--- config.mk ---
export PLATFORM = sky130hd
export DESIGN_NAME = count_compare_pwm
export DESIGN_NICKNAME = d
export VERILOG_FILES = /design/src/rtl/count_compare_pwm_pkg.sv /design/src/rtl/pwm_deadtime_gen.sv /design/src/rtl/count_compare_pwm.sv
export SDC_FILE = /design/constraint.sdc
export NUM_CORES = 1
export LEC_CHECK = 0
export BUFFER_PORTS_ARGS = -buffer_cell sky130_fd_sc_hd__buf_2
export CAP_MARGIN = 30
export CORE_MARGIN = 5
export CORE_UTILIZATION = 50
export CTS_CLUSTER_SIZE = 28
export DETAILED_ROUTE_END_ITERATION = 10
export GPL_ROUTABILITY_DRIVEN = 0
export PLACE_DENSITY = 0.71
export REMOVE_ABC_BUFFERS = 1
export SETUP_SLACK_MARGIN = 0.2
export SYNTH_ARGS = -nofsm -noshare
export SYNTH_HDL_FRONTEND = slang
export SYNTH_SLANG_ARGS = --single-unit
--- constraint.sdc ---
create_clock -name clk -period 3.7 [get_ports clk]
set_input_delay 0.185 -clock clk [delete_from_list [all_inputs] [get_ports clk]]
set_output_delay 0.185 -clock clk [all_outputs]
set_load 0.01 [all_outputs]
--- src/rtl/count_compare_pwm_pkg.sv ---
// Shared constants and state encoding for the count/compare PWM block.
// Latency: n/a (declarations only).
// Backpressure: n/a.
package count_compare_pwm_pkg;

  // Default counter/duty width.
  localparam int CCP_WIDTH = 8;

  // The dead-time counter is 4 bits wide, so longer dead times are clamped.
  localparam int DEAD_CYCLES_MAX = 15;

  // Control FSM encoding.
  typedef logic [1:0] state_t;
  localparam logic [1:0] ST_IDLE = 2'd0;
  localparam logic [1:0] ST_RUN  = 2'd1;
  localparam logic [1:0] ST_HOLD = 2'd2;

endpackage

--- src/rtl/pwm_deadtime_gen.sv ---
// Turns a compare result into complementary outputs with a dead gap between them.
// Latency: falling edges 1 clk after the compare changes; rising edges DEAD_CYCLES clk after the opposite fall.
// Backpressure: none; both outputs are forced low while inactive.
module pwm_deadtime_gen
  import count_compare_pwm_pkg::*;
#(
  parameter int DEAD_CYCLES = 2
) (
  input  logic clk,
  input  logic reset,
  input  logic active,
  input  logic cmp,
  output logic pwm_p,
  output logic pwm_n
);

  localparam int DEAD_CLAMP = (DEAD_CYCLES > DEAD_CYCLES_MAX) ? DEAD_CYCLES_MAX : DEAD_CYCLES;
  localparam logic [3:0] DEAD_LEN = 4'(DEAD_CLAMP);

  // Cycles both outputs have been low since the last fall (or since becoming active).
  logic [3:0] dead_cnt;
  logic       rise_ok;

  // A rise is allowed once the gap has lasted DEAD_LEN edges including this one.
  always_comb begin
    rise_ok = (DEAD_LEN == 4'd0) || (dead_cnt >= DEAD_LEN - 4'd1);
  end

  // Drop the opposite output first, then count out the dead gap before rising.
  always_ff @(posedge clk or posedge reset) begin
    if (reset) begin
      pwm_p    <= 1'b0;
      pwm_n    <= 1'b0;
      dead_cnt <= 4'd0;
    end else if (!active) begin
      pwm_p    <= 1'b0;
      pwm_n    <= 1'b0;
      dead_cnt <= 4'd0;
    end else if (cmp) begin
      if (pwm_n) begin
        pwm_n    <= 1'b0;
        dead_cnt <= 4'd0;
        if (DEAD_LEN == 4'd0) pwm_p <= 1'b1;
      end else if (!pwm_p) begin
        if (rise_ok) pwm_p <= 1'b1;
        else         dead_cnt <= dead_cnt + 4'd1;
      end
    end else begin
      if (pwm_p) begin
        pwm_p    <= 1'b0;
        dead_cnt <= 4'd0;
        if (DEAD_LEN == 4'd0) pwm_n <= 1'b1;
      end else if (!pwm_n) begin
        if (rise_ok) pwm_n <= 1'b1;
        else         dead_cnt <= dead_cnt + 4'd1;
      end
    end
  end

endmodule

--- src/rtl/count_compare_pwm.sv ---
// Compares an upstream counter against a double-buffered duty; PWM out plus period/match ticks.
// Latency: count -> pwm_out/match_tick 2 clk, boundary -> period_tick 2 clk after the wrapped count arrives.
// Backpressure: cfg_ready drops while a duty is pending and rises the cycle after it is swapped in.
// Optional: define PWM_DEADTIME_EN to add the complementary pwm_n output with dead time.
module count_compare_pwm
  import count_compare_pwm_pkg::*;
#(
  parameter int WIDTH = CCP_WIDTH
`ifdef PWM_DEADTIME_EN
  , parameter int DEAD_CYCLES = 2
`endif
) (
  input  logic             clk,
  input  logic             reset,
  input  logic [WIDTH-1:0] count,
  input  logic             count_valid,
  input  logic             en,
  input  logic             cfg_valid,
  output logic             cfg_ready,
  input  logic [WIDTH-1:0] cfg_duty,
  output logic             pwm_out,
`ifdef PWM_DEADTIME_EN
  output logic             pwm_n,
`endif
  output logic             period_tick,
  output logic             match_tick,
  output logic             running
);

  logic [WIDTH-1:0] count_q;
  logic [WIDTH-1:0] count_prev;
  logic             vld_q;
  logic             vld_prev;

  state_t           state;
  state_t           state_next;
  logic             pending;
  logic [WIDTH-1:0] pending_duty;
  logic [WIDTH-1:0] active_duty;
  logic [WIDTH-1:0] duty_next;

  logic             boundary;
  logic             cfg_xfer;
  logic             swap;
  logic             run_next;
  logic             cmp_next;

  // Two-deep sample history of the counter and its valid flag.
  always_ff @(posedge clk or posedge reset) begin
    if (reset) begin
      count_q    <= '0;
      count_prev <= '0;
      vld_q      <= 1'b0;
      vld_prev   <= 1'b0;
    end else begin
      count_q    <= count;
      count_prev <= count_q;
      vld_q      <= count_valid;
      vld_prev   <= vld_q;
    end
  end

  // Boundary detect, next-state logic and the duty swap decision.
  always_comb begin
    // A drop between two consecutive valid samples is a wrap or a downward reload.
    boundary   = vld_q & vld_prev & (count_q < count_prev);
    cfg_xfer   = cfg_valid & ~pending;
    state_next = state;
    swap       = 1'b0;
    case (state)
      ST_IDLE: begin
        if (en & boundary & pending) begin
          swap       = 1'b1;
          state_next = ST_RUN;
        end
      end
      ST_RUN: begin
        if (!en)                     state_next = ST_IDLE;
        else if (!vld_q)             state_next = ST_HOLD;
        else if (boundary & pending) swap       = 1'b1;
      end
      ST_HOLD: begin
        if (!en)        state_next = ST_IDLE;
        else if (vld_q) state_next = ST_RUN;
      end
      default: state_next = ST_IDLE;
    endcase
    // Compare against the duty that is in force after this cycle's swap.
    duty_next = swap ? pending_duty : active_duty;
    run_next  = (state_next == ST_RUN);
    cmp_next  = run_next & (count_q < duty_next);
  end

  // FSM state plus the double-buffered duty registers.
  always_ff @(posedge clk or posedge reset) begin
    if (reset) begin
      state        <= ST_IDLE;
      pending      <= 1'b0;
      pending_duty <= '0;
      active_duty  <= '0;
    end else begin
      state <= state_next;
      if (swap) begin
        active_duty <= pending_duty;
        pending     <= 1'b0;
      end else if (cfg_xfer) begin
        pending_duty <= cfg_duty;
        pending      <= 1'b1;
      end
    end
  end

  // Registered event ticks.
  always_ff @(posedge clk or posedge reset) begin
    if (reset) begin
      period_tick <= 1'b0;
      match_tick  <= 1'b0;
    end else begin
      period_tick <= boundary;
      match_tick  <= run_next & vld_q & (count_q == duty_next);
    end
  end

`ifdef PWM_DEADTIME_EN
  pwm_deadtime_gen #(
    .DEAD_CYCLES (DEAD_CYCLES)
  ) u_deadtime (
    .clk    (clk),
    .reset  (reset),
    .active (run_next),
    .cmp    (cmp_next),
    .pwm_p  (pwm_out),
    .pwm_n  (pwm_n)
  );
`else
  // Plain registered compare output, forced low outside RUN.
  always_ff @(posedge clk or posedge reset) begin
    if (reset) pwm_out <= 1'b0;
    else       pwm_out <= cmp_next;
  end
`endif

  assign cfg_ready = ~pending;
  assign running   = (state == ST_RUN);

endmodule

* Yosys cells after proc, flatten, opt, wreduce, memory -nomap -nowiden
Cells that the tools add are included.
** Storage, ports and cells
- Bits in registers :: 40
- Logic and storage cells :: 45
- Output and inout port bits :: 5
** Cells by class
- Reductions and logical operators :: 3
- Bitwise gates (word level) :: 11
- Muxes and demuxes :: 14
- Magnitude comparators :: 2
- Equal/unequal tests :: 4
** Operator list (count)
- 8-bit < comparator :: 2
- 2-bit two-way mux :: 5
- 1-bit AND :: 9
- 8-bit == test :: 1
- 8-bit two-way mux :: 1
- 1-bit two-way mux :: 6
- 2-bit case mux with 3 select lines :: 1
- 2-bit by 1-bit == test with 1-bit output, second input constant :: 2
- 2-bit == test, second input constant :: 1
- 2-bit logical NOT :: 1
- 1-bit inverter :: 2
- 1-bit case mux with 2 select lines :: 1
- 2-bit AND reduction :: 1
- 2-bit nonzero test :: 1

* Logic depth before layout (Yosys ltp)
Gate-level depths: netlist of run 1.
- Depth after elaboration :: 10
- Gate-level depth with buffers :: 13
- Gate-level depth less buffers :: 11

* Least setup slack after synthesis of run 1
OpenSTA, ideal clock, no wires.
- Kind :: flip-flop to flip-flop
- Start :: register count_q[5]
- End :: register pwm_out
- Path buffers :: 2
- Path slack :: 0.856 ns
- Period minus slack after synthesis :: 2.844 ns
- Stages on the path, launching flop included :: 13
- Arrival time :: 2.719 ns
- Library setup time :: 0.125 ns
- Path through :: dfrtp_1 > ha_1 > a21o_1 > a221oi_2 > o2111a_1 > buf_6 > buf_12 > mux2i_1 > ha_1 > nor2b_1 > o211ai_1 > a21oi_1 > a2111oi_0
** Between the ends
- Word-level cells in the longest chain between the ends :: 10
** RTL lines
- start, declared :: line count_compare_pwm.sv:30 : logic [WIDTH-1:0] count_q;
- start signal, assigned :: line count_compare_pwm.sv:56 : count_q <= count;
- 8-bit < comparator :: line count_compare_pwm.sv:66 : boundary = vld_q & vld_prev & (count_q < count_prev);
- 1-bit AND :: line count_compare_pwm.sv:66
- 1-bit AND :: line count_compare_pwm.sv:80 : else if (boundary & pending) swap = 1'b1;
- 1-bit two-way mux :: line count_compare_pwm.sv:80
- 1-bit two-way mux :: line count_compare_pwm.sv:79 : else if (!vld_q) state_next = ST_HOLD;
- 1-bit two-way mux :: line count_compare_pwm.sv:78 : if (!en) state_next = ST_IDLE;
- 1-bit case mux with 2 select lines :: line count_compare_pwm.sv:70 : case (state)
- 8-bit two-way mux :: line count_compare_pwm.sv:89 : duty_next = swap ? pending_duty : active_duty;
- 8-bit < comparator :: line count_compare_pwm.sv:91 : cmp_next = run_next & (count_q < duty_next);
- 1-bit AND * :: line count_compare_pwm.sv:91
- via cmp_next :: line count_compare_pwm.sv:46 : logic cmp_next;
- end signal, assigned :: line count_compare_pwm.sv:139 : else pwm_out <= cmp_next;
- end, declared :: line count_compare_pwm.sv:21 : output logic pwm_out,
The timed path passes the listed nets; every way through them passes the cells marked *.
A chain may end at the register's enable or synchronous reset.

* Worst setup path in the final report of run 1
Same ends and word-level chain as after synthesis.

==> impl_metrics.json, run 1 <==
{
  "row_count": 21,
  "worstSetupEndpointType": "flop",
  "numCtsBuffers": 5,
  "finish.utilization": 0.6283,
  "wl_per_cell_um": 14.19,
  "worst-path-max-fanout": 10,
  "die_area_um2": 4869,
  "cp.arrival_ns": 3.39,
  "port_buffers": 25,
  "max_freq_mhz": 316.8,
  "path_clk_slew_ns": 0.12,
  "drive_gt1_frac": 0.3198,
  "initial_core_util": 0.5271,
  "synth_edf_count": 0,
  "worstMarginPinSlew_ns": 0.6817,
  "maxCapViolations": 0,
  "peakVddDrop_uv": 330.7,
  "clock-root-buffer": "clkbuf_4",
  "place_hpwl_um": 2398,
  "nets": 207,
  "power_density_nw_per_um2": 532.8,
  "dp.cells": 200,
  "post_cts_buffers": 0,
  "grt_pass1_wl_um": 5313,
  "drt_first_iter_violations": 42,
  "outcome": "complete, no violations",
  "cp.required_ns": 3.93,
  "ys_warn_count": 0,
  "antenna_cells": 0,
  "grt_pass1_vias": 1196,
  "drt_pass1_iterations": 4,
  "vias": 1115,
  "via_per_inst": 5.115,
  "crit_type": "reg2reg",
  "clkLatencyLatePin_ns": 0.35,
  "setup_viol": 0,
  "cts_tree": "done",
  "yosysSeqAreaShare": 0.5602,
  "core_area_um2": 3390,
  "die_w_um": 69.78,
  "fin_crit_sh": 0.8532,
  "syn_area_um2": 1787,
  "holdWs_ns": 0.05470,
  "num_io_pins": 26,
  "fin_skew_ns": 0.01071,
  "cts.sinks": 40,
  "die_h_um": 69.78,
  "post-route-min-period_ns": 3.157,
  "rsz0062_at_grt": "false",
  "syn_inst": 130,
  "tns_ns": 0,
  "p_total_mw": 1.135,
  "drt.antenna.violating_nets": 0,
  "syn_to_final_growth_pct": 19.19,
  "syn_avg_cell_area_um2": 13.74,
  "clockBufferDepth": 2,
  "antenna_found_initial": 0,
  "drc": 0,
  "post-synth-top-area-cell": "dfrtp_1",
  "h-tree-depth": 2,
  "rrSetupSlack_ns": 0.54,
  "hold_violations": 0,
  "drt_wl_total_um": 3093,
  "overflow": 0,
  "ys_types": 31,
  "synth_flop_cell": "dfrtp_1",
  "fin_cells": 218,
  "yosys.area.top_type_share": 0.5602,
  "drv_slew": 0,
  "critPathLaunchType": "flop",
  "synth_seq_cells": 40,
  "worstHoldPathType": "in2reg",
  "grt_util_all_layers": 0.1387,
  "grt_max_degree": 41,
  "async_flop_share": 1.000,
  "p_leak_nw": 1.023,
  "synth_area_leaders": "dfrtp_1 (56%), ha_1 (11%), mux2_2 (8.8%), mux2i_1 (3.9%), inv_1 (2.3%)",
  "relSlewSlack": 0.5446
}
==> worst max-delay path, cell delays in order, from the launching register on <==
cell,delay [ns]
dfrtp_1,0.42
ha_1,0.35
a21o_1,0.18
a221oi_2,0.29
o2111a_1,0.44
buf_4,0.27
mux2i_1,0.24
ha_1,0.27
nand4_1,0.13
a21oi_1,0.07
a2111oi_0,0.36
==> path summary, 6_finish.rpt <==
kind	from	end	cells past startpoint
max in group asynchronous	reset	state[1]	4
setup / recovery	count_q[5]	pwm_out	10
setup reg to reg	count_q[5]	pwm_out	10
hold / removal	cfg_duty[0]	pending_duty[0]	2
hold reg to reg	count_q[0]	count_prev[0]	0
min in group asynchronous	reset	count_q[4]	4
==> registers in the layout, indices dropped and copies added, names as in the netlist <==
name and flops:
state 2, active_duty 8, match_tick 1, pwm_out 1
vld_prev 1, pending 1, period_tick 1, count_prev 8
vld_q 1, count_q 8, pending_duty 8
==> synthesized netlist by cell type, types with 2 or more instances <==
cell type and number:
ha_1 15, dfrtp_1 40, inv_1 11, mux2_4 2, nand4_1 2, a21oi_1 4
nand2_1 3, mux2_2 14, o21ai_0 3, mux2i_1 7, nor2_1 5, nor2b_1 5
==> layout by cell type (no fill, tap or decap), drive strengths merged, types with 2 or more instances in the layout <==
cell type,synthesis,layout
nand4,2,2
dfrtp,40,40
o21ai,3,3
nor2,5,5
mux2i,7,7
clkbuf,1,5
o2111ai,2,2
a21oi,4,4
nand2,3,3
nor2b,5,5
dlygate4sd3,0,10
mux2,16,16
ha,15,15
buf,2,27
inv,11,11
==> power breakdown <==
part           total [mW]  internal [mW]  switching (mW)  leakage [nW]
clock               0.281          0.141           0.141        0.0412
sequential          0.580          0.526          0.0537         0.478
combinational       0.273          0.153           0.120         0.503
==> cell families (layout without fill, tap and decap cells) <==
family | after synthesis | in the layout | synth area share
and+or+nand+nor | 20 | 20 | 0.05952
xor gates and xnor gates | 1 | 1 | 0.004903
buffers and inverters | 14 | 56 | 0.04272
AOI/OAI and AO/OA | 17 | 17 | 0.08334
muxes | 23 | 23 | 0.1443
DFF | 40 | 40 | 0.5602
adders and majority gates | 15 | 15 | 0.1050
==> final cells by class <==
class / count / area [um^2]
Clock buffer: 5 / 37.54
Fill cell: 286 / 1260
Multi-Input combinational cell: 76 / 709.4
Tap cell: 46 / 57.56
Clock inverter: 3 / 42.54
Inverter: 11 / 41.29
Sequential cell: 40 / 1001
Timing Repair Buffer: 37 / 240.2
==> through the flow <==
| stage | area (um^2) | setup slack (ns) |
|---|---|---|
| 2_1_floorplan | 1752 | 0.6257 |
| 3_3_place_gp | 1949 | 0.6557 |
| 3_5_place_dp | 1949 | 0.5760 |
| 4_1_cts | 2130 | 0.5388 |
| 5_1_grt | 2130 | 0.3763 |
| 6_report | 2130 | 0.5430 |
==> per-layer routing <==
layer	GRT usage	wire length, um	share of wire
met3	0.04348	216	0.070
met4	0.07021	64	0.021
met2	0.2246	1467	0.47
met1	0.1650	1344	0.43
met5	0	0	0
==> timing repair <==
item	in CTS	in global routing
gates resized for setup	0	0
hold endpoints to repair	49	0
hold buffers	10	0
(Power assumes the default switching activity.)
==> inputs of run 2 (changes only) <==
CORE_MARGIN = 2   (was 5)
SLEW_MARGIN = 20   (was default)
==> impl_metrics.json, run 2 (same netlist as run 1, synthesis figures left out) <==
{
  "nets": 207,
  "syn_to_final_growth_pct": 19.19,
  "drt_wl_total_um": 2943,
  "fin_crit_sh": 0.8776,
  "core_area_um2": 3390,
  "post_cts_buffers": 0,
  "die_w_um": 63.78,
  "antenna_cells": 0,
  "fin_skew_ns": 0.005033,
  "drt.antenna.violating_nets": 0,
  "post-place-ws_ns": 0.4740,
  "worstMarginPinSlew_ns": 0.6911,
  "port_buffers": 25,
  "setup_slack_ns": 0.4529,
  "worst_path_most_repeated_cell": "ha_1",
  "wl_per_cell_um": 13.50,
  "outcome": "complete, no violations",
  "grt_pass1_vias": 1169,
  "wl_met1_um": 1366,
  "critPathLaunchType": "flop",
  "die_area_um2": 4068,
  "clkLatencyLatePin_ns": 0.34,
  "path_cells": "ha_1 > a21o_1 > a221oi_2 > o2111a_1 > buf_4 > mux2i_1 > ha_1 > a211oi_1 > o21ai_0 > a2111oi_0",
  "p_leak_nw": 1.023,
  "hold_violations": 0,
  "cts.sinks": 40,
  "layout_commonest_cell": "dfrtp_1",
  "die_h_um": 63.78,
  "drt_pass1_iterations": 4,
  "cts_tree": "done",
  "layout_common_cells": "dfrtp_1 (40), buf_2 (25), ha_1 (15)",
  "finish.utilization": 0.6283,
  "num_io_pins": 26,
  "worst-path-max-fanout": 9,
  "power_density_nw_per_um2": 529.8,
  "drt_first_iter_violations": 43,
  "rsz0062_at_grt": "false",
  "h-tree-depth": 2,
  "wl_met2_um": 1437,
  "overflow": 0,
  "numCtsBuffers": 5,
  "cp.required_ns": 3.93,
  "crit_type": "reg2reg",
  "max_freq_mhz": 308.0,
  "via_per_inst": 5.046,
  "seqCellArea_um2": 1001,
  "cts_hold_buf": 10,
  "multi_input_area_um2": 709.4,
  "fillerInstances": 275,
  "initial_core_util": 0.5271,
  "drv_slew": 0,
  "row_count": 21,
  "post-route-min-period_ns": 3.247,
  "post_cts_resized": 0,
  "grt_util_all_layers": 0.1733,
  "maxUsedRoutingLayer": "met4",
  "drc": 0,
  "cp.arrival_ns": 3.47,
  "grt_pass1_wl_um": 5250,
  "tns_ns": 0,
  "clockBufferDepth": 2,
  "clock-root-buffer": "clkbuf_4",
  "max_stage_delay_ns": 0.48,
  "drive_gt1_frac": 0.3198,
  "worstSetupEndpointType": "flop",
  "dr_wl_met3_um": 104,
  "relSlewSlack": 0.5383,
  "worstHoldPathType": "in2reg",
  "peakVddDrop_uv": 341.8,
  "vias": 1100,
  "setup_viol": 0,
  "holdWs_ns": 0.06193,
  "crit_path_top_delay_cell": "o2111a_1",
  "maxCapViolations": 0,
  "place_hpwl_um": 2248,
  "path_clk_slew_ns": 0.11,
  "antenna_found_initial": 0,
  "grt_max_degree": 41
}
## run 2: cell counts in the layout (fill, tap and decap cells not counted)
Identical to the previous run, type by type.
## run 2: final cells by class
cell class                      instances  area share
Clock buffer                            5     0.01763
Clock inverter                          3     0.01998
Inverter                               11     0.01939
Multi-Input combinational cell         76      0.3331
Sequential cell                        40      0.4700
Tap cell                               46     0.02703
Timing Repair Buffer                   37      0.1128
## run 2: per-layer routing
layer / global-route usage / vias to the layer above
li1: - / 542
met1: 0.2191 / 534
met2: 0.2721 / 20
met3: 0.05810 / 4
met4: 0.07337 / 0
met5: 0 / -
## run 2: power breakdown
group	total [mW]	internal, mW	switching (mW)
clock network	0.280	0.141	0.139
registers	0.581	0.526	0.0544
logic	0.268	0.152	0.116
total	1.13	0.819	0.309
## run 2: path summary, 6_finish.rpt
path	start	end	slack, ns	cells after the start
hold reg to reg	count_q[0]	count_prev[0]	0.41	0
setup reg to reg	count_q[5]	pwm_out	0.45	10
max in group asynchronous	reset	state[1]	2.87	4
hold / removal	cfg_duty[5]	pending_duty[5]	0.06	2
setup / recovery	count_q[5]	pwm_out	0.45	10
min in group asynchronous	reset	count_q[4]	0.48	4
## run 2: critical path, delay by kind of cell, from the launching register on
kind	cells	cell delay (ns)
compound gates	6	1.62
fa+ha+maj	2	0.61
flops	1	0.43
buf+inv	1	0.26
mux	1	0.21
## run 2: per-stage QoR
stage	power (mW)	instances	instance area [um^2]
floorplan	0.7764	127	1752
detailed placement	0.8553	200	1949
CTS	1.144	218	2130
finish	1.128	218	2130
global route	1.213	218	2130
global placement	0.8368	200	1949
